### config.mk
export PLATFORM = sky130hd
export DESIGN_NAME = p_unit_flat
export DESIGN_NICKNAME = d
export VERILOG_FILES = /design/src/rtl/p_unit_if.sv /design/src/rtl/p_unit.sv /design/src/flat_wrapper.sv
export SDC_FILE = /design/constraint.sdc
export NUM_CORES = 2
export LEC_CHECK = 0
export BUFFER_PORTS_ARGS = -buffer_cell sky130_fd_sc_hd__buf_2
export CAP_MARGIN = 15
export CORE_MARGIN = 10
export CORE_UTILIZATION = 55
export DETAILED_ROUTE_END_ITERATION = 12
export PLACE_DENSITY = 0.86
export SLEW_MARGIN = 0
export SYNTH_ARGS = -nofsm -noshare
export SYNTH_HDL_FRONTEND = slang
export SYNTH_SLANG_ARGS = --single-unit
### constraint.sdc
create_clock -name clk -period 22.9 [get_ports clk]
set_input_delay 0 -clock clk [delete_from_list [all_inputs] [get_ports clk]]
set_output_delay 0 -clock clk [all_outputs]
set_load 0.05 [all_outputs]
### src/rtl/p_unit_if.sv
// Bus bundle for one weight-stationary FP32 processing element.
// The driver of a/b/c/switch (neighbour or bench) takes the master view;
// the PE itself takes the slave view.
interface p_unit_if;
    logic [31:0] a;       // activation from the left neighbour
    logic [31:0] b;       // weight from the upper neighbour
    logic [31:0] c;       // partial sum in
    logic        switch;  // 1 = load W from b on this edge
    logic [31:0] ans;     // partial sum out
    logic [31:0] prop;    // b forwarded downward
    logic [31:0] a_prop;  // a forwarded rightward

    modport master (output a, b, c, switch, input ans, prop, a_prop);
    modport slave  (input a, b, c, switch, output ans, prop, a_prop);
endinterface

### src/rtl/p_unit.sv
// Weight-stationary FP32 processing element: ans = c + a*W every cycle.
// Both the multiply and the add round to nearest-even; subnormals are flushed,
// and special values are resolved to a canonical quiet NaN or a signed Inf.
module p_unit (
    input  logic        clk,
    input  logic        rst_n,
    p_unit_if.slave     bus
);
    localparam logic [31:0] QNAN = 32'h7FC0_0000;

    // FP32 multiply with a single round-to-nearest-even step.
    function automatic logic [31:0] fp_mul(input logic [31:0] x, input logic [31:0] y);
        logic               sr, x_zero, y_zero, x_inf, y_inf, x_nan, y_nan;
        logic [47:0]        m;
        logic [23:0]        sig;
        logic               g, s;
        logic [24:0]        rnd;
        logic [22:0]        frac;
        logic signed [9:0]  e;
        logic [31:0]        r;
        sr     = x[31] ^ y[31];
        x_zero = (x[30:23] == 8'h00);
        y_zero = (y[30:23] == 8'h00);
        x_inf  = (x[30:23] == 8'hFF) && (x[22:0] == 23'h0);
        y_inf  = (y[30:23] == 8'hFF) && (y[22:0] == 23'h0);
        x_nan  = (x[30:23] == 8'hFF) && (x[22:0] != 23'h0);
        y_nan  = (y[30:23] == 8'hFF) && (y[22:0] != 23'h0);
        m = {24'h0, 1'b1, x[22:0]} * {24'h0, 1'b1, y[22:0]};
        e = $signed({2'b00, x[30:23]}) + $signed({2'b00, y[30:23]}) - 10'sd127;
        // Product of two [1,2) significands lies in [1,4): at most one normalising shift.
        if (m[47]) begin
            sig = m[47:24];
            g   = m[23];
            s   = |m[22:0];
            e   = e + 10'sd1;
        end else begin
            sig = m[46:23];
            g   = m[22];
            s   = |m[21:0];
        end
        rnd  = {1'b0, sig} + {24'h0, g & (s | sig[0])};
        frac = rnd[24] ? rnd[23:1] : rnd[22:0];
        if (rnd[24]) e = e + 10'sd1;
        if (x_nan || y_nan || (x_zero && y_inf) || (x_inf && y_zero)) r = QNAN;
        else if (x_inf || y_inf)       r = {sr, 8'hFF, 23'h0};
        else if (x_zero || y_zero)     r = {sr, 31'h0};
        else if (e >= 10'sd255)        r = {sr, 8'hFF, 23'h0};
        else if (e <= 10'sd0)          r = 32'h0;
        else                           r = {sr, e[7:0], frac};
        return r;
    endfunction

    // FP32 add with guard/round/sticky alignment and round-to-nearest-even.
    function automatic logic [31:0] fp_add(input logic [31:0] x, input logic [31:0] y);
        logic               x_zero, y_zero, x_inf, y_inf, x_nan, y_nan;
        logic               sb, ss;
        logic [7:0]         eb, es, d;
        logic [22:0]        fb, fs;
        logic [26:0]        mb, ms_full, ms, diff, n;
        logic [27:0]        sum;
        logic               st, zero_res;
        logic [4:0]         lz;
        logic [24:0]        rnd;
        logic [22:0]        frac;
        logic signed [9:0]  e;
        logic [31:0]        r;
        x_zero = (x[30:23] == 8'h00);
        y_zero = (y[30:23] == 8'h00);
        x_inf  = (x[30:23] == 8'hFF) && (x[22:0] == 23'h0);
        y_inf  = (y[30:23] == 8'hFF) && (y[22:0] == 23'h0);
        x_nan  = (x[30:23] == 8'hFF) && (x[22:0] != 23'h0);
        y_nan  = (y[30:23] == 8'hFF) && (y[22:0] != 23'h0);
        // Order operands by magnitude so the aligned difference is never negative.
        if (x[30:0] < y[30:0]) begin
            sb = y[31]; eb = y[30:23]; fb = y[22:0];
            ss = x[31]; es = x[30:23]; fs = x[22:0];
        end else begin
            sb = x[31]; eb = x[30:23]; fb = x[22:0];
            ss = y[31]; es = y[30:23]; fs = y[22:0];
        end
        mb      = {1'b1, fb, 3'b000};
        ms_full = {1'b1, fs, 3'b000};
        d       = eb - es;
        if (d >= 8'd27) begin
            ms = 27'h0;
            st = 1'b1;
        end else begin
            ms = ms_full >> d;
            st = |(ms_full & ((27'd1 << d) - 27'd1));
        end
        ms[0]    = ms[0] | st;
        e        = $signed({2'b00, eb});
        zero_res = 1'b0;
        lz       = 5'd0;
        sum      = 28'h0;
        diff     = 27'h0;
        if (sb == ss) begin
            sum = {1'b0, mb} + {1'b0, ms};
            if (sum[27]) begin
                n = {sum[27:2], sum[1] | sum[0]};
                e = e + 10'sd1;
            end else begin
                n = sum[26:0];
            end
        end else begin
            diff = mb - ms;
            zero_res = (diff == 27'h0);
            // Highest set bit wins because the scan runs upward.
            for (int i = 0; i < 27; i++) begin
                if (diff[i]) lz = 5'(26 - i);
            end
            n = diff << lz;
            e = e - $signed({5'b00000, lz});
        end
        rnd  = {1'b0, n[26:3]} + {24'h0, n[2] & (n[1] | n[0] | n[3])};
        frac = rnd[24] ? rnd[23:1] : rnd[22:0];
        if (rnd[24]) e = e + 10'sd1;
        if (x_nan || y_nan || (x_inf && y_inf && (x[31] != y[31]))) r = QNAN;
        else if (x_inf)              r = {x[31], 8'hFF, 23'h0};
        else if (y_inf)              r = {y[31], 8'hFF, 23'h0};
        else if (x_zero && y_zero)   r = {x[31] & y[31], 31'h0};
        else if (x_zero)             r = y;
        else if (y_zero)             r = x;
        else if (zero_res)           r = 32'h0;
        else if (e >= 10'sd255)      r = {sb, 8'hFF, 23'h0};
        else if (e <= 10'sd0)        r = 32'h0;
        else                         r = {sb, e[7:0], frac};
        return r;
    endfunction

    logic [31:0] w_q, w_d;
    logic [31:0] ans_q, ans_d;
    logic [31:0] prop_q, prop_d;
    logic [31:0] a_prop_q, a_prop_d;
    logic [31:0] prod;

    // The product always uses the weight held before this edge.
    assign prod = fp_mul(bus.a, w_q);

    // Next-state: MAC result, forwarded operands and optional weight reload.
    always_comb begin
        // NOTE: every always_comb output gets a value on every path, so no latch is inferred.
        w_d      = w_q;
        if (bus.switch) w_d = bus.b;
        ans_d    = fp_add(bus.c, prod);
        prop_d   = bus.b;
        a_prop_d = bus.a;
    end

    // State registers, cleared to +0.0 by the asynchronous reset.
    always_ff @(posedge clk or negedge rst_n) begin
        if (!rst_n) begin
            w_q      <= 32'h0;
            ans_q    <= 32'h0;
            prop_q   <= 32'h0;
            a_prop_q <= 32'h0;
        end else begin
            // NOTE: non-blocking so every register samples pre-edge values, which is what keeps W_old in the product.
            w_q      <= w_d;
            ans_q    <= ans_d;
            prop_q   <= prop_d;
            a_prop_q <= a_prop_d;
        end
    end

    assign bus.ans    = ans_q;
    assign bus.prop   = prop_q;
    assign bus.a_prop = a_prop_q;
endmodule

### src/flat_wrapper.sv
// flat-port wrapper written by rule: the top's interface ports become plain ports
module p_unit_flat 
  (clk, rst_n, bus_a, bus_b, bus_c, bus_switch, bus_ans, bus_prop, bus_a_prop);
  p_unit_if bus_i ();
  input  logic clk;
  input  logic rst_n;
  input wire logic [$bits(bus_i.a)-1:0] bus_a;
  input wire logic [$bits(bus_i.b)-1:0] bus_b;
  input wire logic [$bits(bus_i.c)-1:0] bus_c;
  input wire logic [$bits(bus_i.switch)-1:0] bus_switch;
  output wire logic [$bits(bus_i.ans)-1:0] bus_ans;
  output wire logic [$bits(bus_i.prop)-1:0] bus_prop;
  output wire logic [$bits(bus_i.a_prop)-1:0] bus_a_prop;
  assign bus_i.a = bus_a;
  assign bus_i.b = bus_b;
  assign bus_i.c = bus_c;
  assign bus_i.switch = bus_switch;
  assign bus_ans = bus_i.ans;
  assign bus_prop = bus_i.prop;
  assign bus_a_prop = bus_i.a_prop;
  p_unit u_core (.clk(clk), .rst_n(rst_n), .bus(bus_i));
endmodule
==> flow_metrics.env <==
export IMPL_async_flop_share_pct=100
export IMPL_hold_depth=3
export IMPL_dieArea_um2=83200
export IMPL_path_clk_slew_ns=0.06
export IMPL_r2r_cells=95
export IMPL_via_count=41700
export IMPL_drc_errors=0
export IMPL_first_pass_iters=8
export IMPL_met1_usage_pct=47.0
export IMPL_place_gp_congestion=1.09
export IMPL_grt_pass1_vias=41500
export IMPL_postRouteWirelength_um=156000
export IMPL_vias_per_cell=6.61
export IMPL_final_common_cell="inv_1"
export IMPL_synth_ff_type="dfrtp_1"
export IMPL_synthDistinctLibCells=119
export IMPL_finalCriticalPeriod_ns=22.17
export IMPL_timing_max_cap_violations=0
export IMPL_critPathSlowestCell="a2111oi_0"
export IMPL_worstMarginPinSlew_ns=1.09
export IMPL_area_growth_pct=13.0
export IMPL_grt_max_degree=75
export IMPL_period_share_pct=96.8
export IMPL_fin_hold_ws_ns=0.0251
export IMPL_cts_sinks=128
export IMPL_endpoint_kind="flop"
export IMPL_final_cells=6308
export IMPL_die_x_um=288
export IMPL_placedCellCount=6165
export IMPL_gr_usage_met3_pct=10.4
export IMPL_met2_usage_pct=56.4
export IMPL_antenna_left=0
export IMPL_dpl_hpwl_um=121000
export IMPL_cts_buffers=17
export IMPL_cts_tree="done"
export IMPL_final_cell_mix="inv_1 (707), nand2_1 (599), fa_1 (485), nor2_1 (282), buf_4 (279)"
export IMPL_fin_util_pct=62.6
export IMPL_core_area_um2=71500
export IMPL_syn_area_um2=39600
export IMPL_cts_buffer_depth=2
export IMPL_holdCritPathClass="input pin to flop"
export IMPL_port_buffers=194
export IMPL_fmax_mhz=45.1
export IMPL_fp_dieH_um=288
export IMPL_drt_iter0_drc=5107
export IMPL_num_nets_final=6201
export IMPL_crit_fanout=18
export IMPL_fin_tns_setup_ns=0
export IMPL_synth_seq_cells=128
export IMPL_antenna_found_initial=6
export IMPL_wl_per_cell_um=24.8
export IMPL_ios=195
export IMPL_cts_root_buf="clkbuf_16"
export IMPL_setup_viol=0
export IMPL_grt_pass1_wl_um=240000
export IMPL_syn_inst=5047
export IMPL_start_kind="input pin"
export IMPL_crit_type="input pin to flop"
export IMPL_critPathMaxStageDelay_ns=1.02
export IMPL_grt_ovfl_total=0
export IMPL_hold_violations=0
export IMPL_synth_edf_count=0
export IMPL_rows=98
export IMPL_synth_avg_cell_area_um2=7.85
export IMPL_arrival_ns=22.52
export IMPL_clkLatencyLatePin_ns=0.51
export IMPL_yosysSeqAreaShare_pct=8.09
export IMPL_yosys_warnings=0
export IMPL_start_util_pct=55.4
export IMPL_cts_htree_levels=4
export IMPL_drv_slew=0
export IMPL_grt_busiest_layer="met2"
export IMPL_drive_gt1_share_pct=14.7
export IMPL_timing_slew_headroom_pct=25.3
export IMPL_skew_ns=0.0227
export IMPL_worst_ep_required_time_ns=23.24
export IMPL_status="completed"
export IMPL_grt_usage_pct=36.8
export IMPL_syn_nets=5907
-- flip-flops by register name, summed over array words and instances (netlist names) --
| name | cells |
|---|---|
| u_core.bus.ans | 32 |
| u_core.bus.a_prop | 32 |
| u_core.w_q | 32 |
| u_core.bus.prop | 32 |
-- synth_stat cells, types with 24 or more instances --
cell | instances | share of area (%)
mux2_2 | 39 | 1.1
o21bai_1 | 24 | 0.45
o2111ai_1 | 25 | 0.55
xnor2_1 | 104 | 2.3
nand2b_1 | 37 | 0.58
nor4_1 | 53 | 0.84
fa_1 | 485 | 25
xor2_1 | 36 | 0.80
nand2_1 | 602 | 5.7
o21ai_0 | 215 | 2.7
mux2i_1 | 64 | 1.6
a2111oi_0 | 29 | 0.64
a21o_1 | 59 | 1.1
nor3_1 | 104 | 1.3
ha_1 | 276 | 8.7
and2_1 | 279 | 4.4
clkbuf_1 | 204 | 1.9
o211ai_1 | 62 | 1.2
inv_1 | 712 | 6.7
a211oi_1 | 72 | 1.4
nor2_1 | 288 | 2.7
or3_1 | 41 | 0.65
nand3_1 | 132 | 1.7
a21oi_1 | 224 | 2.8
a31oi_1 | 35 | 0.55
buf_2 | 49 | 0.62
o31ai_1 | 25 | 0.47
a221oi_1 | 34 | 0.75
and3_1 | 45 | 0.71
dfrtp_1 | 128 | 8.1
nand4_1 | 74 | 1.2
-- metal layers --
layer  up-vias  share of wire (%)
met5         -              0.026
met1     20000                 37
met4         6                6.0
met3       732                 13
met2      3025                 44
li1      17900                  -
-- final cells by class --
type / instances / area (um2)
diodes: 4 / 10.0
clock buffers: 17 / 425
clock inverters: 15 / 173
fillers: 6013 / 26700
inverters: 720 / 2720
multi-input cells: 3915 / 33000
flip-flops and latches: 128 / 3250
well taps: 950 / 1190
repair buffers: 559 / 3990
-- worst max-delay path: cells and delay by family --
kind                       cells  cell delay (ns)
AOI/OAI and AO/OA             33             7.57
and+or+nand+nor               28             5.78
adders and majority gates     13             5.28
buffers and inverters         18             3.13
xor gates and xnor gates       3             0.50
muxes                          1             0.21
-- stage by stage --
step / worst slack [ns] / instance area (um2)
3_3_place_gp: 0.0460 / 42600
5_1_grt: -0.180 / 44800
4_1_cts: 0.0312 / 43900
3_5_place_dp: -0.256 / 42600
2_1_floorplan: 0.0444 / 39600
6_report: 0.725 / 44800
-- final timing paths --
kind                                startpoint                 end  slack, ns
worst max-delay path                 bus_a[15]  u_core.bus.ans[16]       0.73
worst min-delay path                  bus_c[0]   u_core.bus.ans[0]       0.03
worst max register to register  u_core.w_q[10]  u_core.bus.ans[16]       0.74
worst min register to register  u_core.w_q[31]      u_core.w_q[31]       0.56
max in group asynchronous                rst_n       u_core.w_q[0]      21.36
min in group asynchronous                rst_n  u_core.bus.ans[27]       0.11
-- cells by family (layout without fill, tap and decap cells) --
kind of cell / Yosys count / after routing / synth area share [%]
buffers and inverters: 1004 / 1311 / 9.85
adder cells (fa/ha/maj): 761 / 761 / 33.2
other: 0 / 4 / 0
AND/OR/NAND/NOR: 1789 / 1789 / 22.6
AO/OA/AOI/OAI: 1103 / 1103 / 19.3
flip-flops: 128 / 128 / 8.09
XOR/XNOR: 140 / 140 / 3.10
multiplexers: 122 / 122 / 3.78
-- what timing repair did --
item,4_1_cts,5_1_grt
hold buffers,74,0
gates resized for setup,16,144
endpoints found under the hold margin,175,0
setup endpoints to repair,29,32
gates cloned,0,1
pin swaps,0,8
setup buffers,0,32
Power is not shown: default switching activity piles up to over one toggle a cycle in this logic, so the estimate is an artifact.
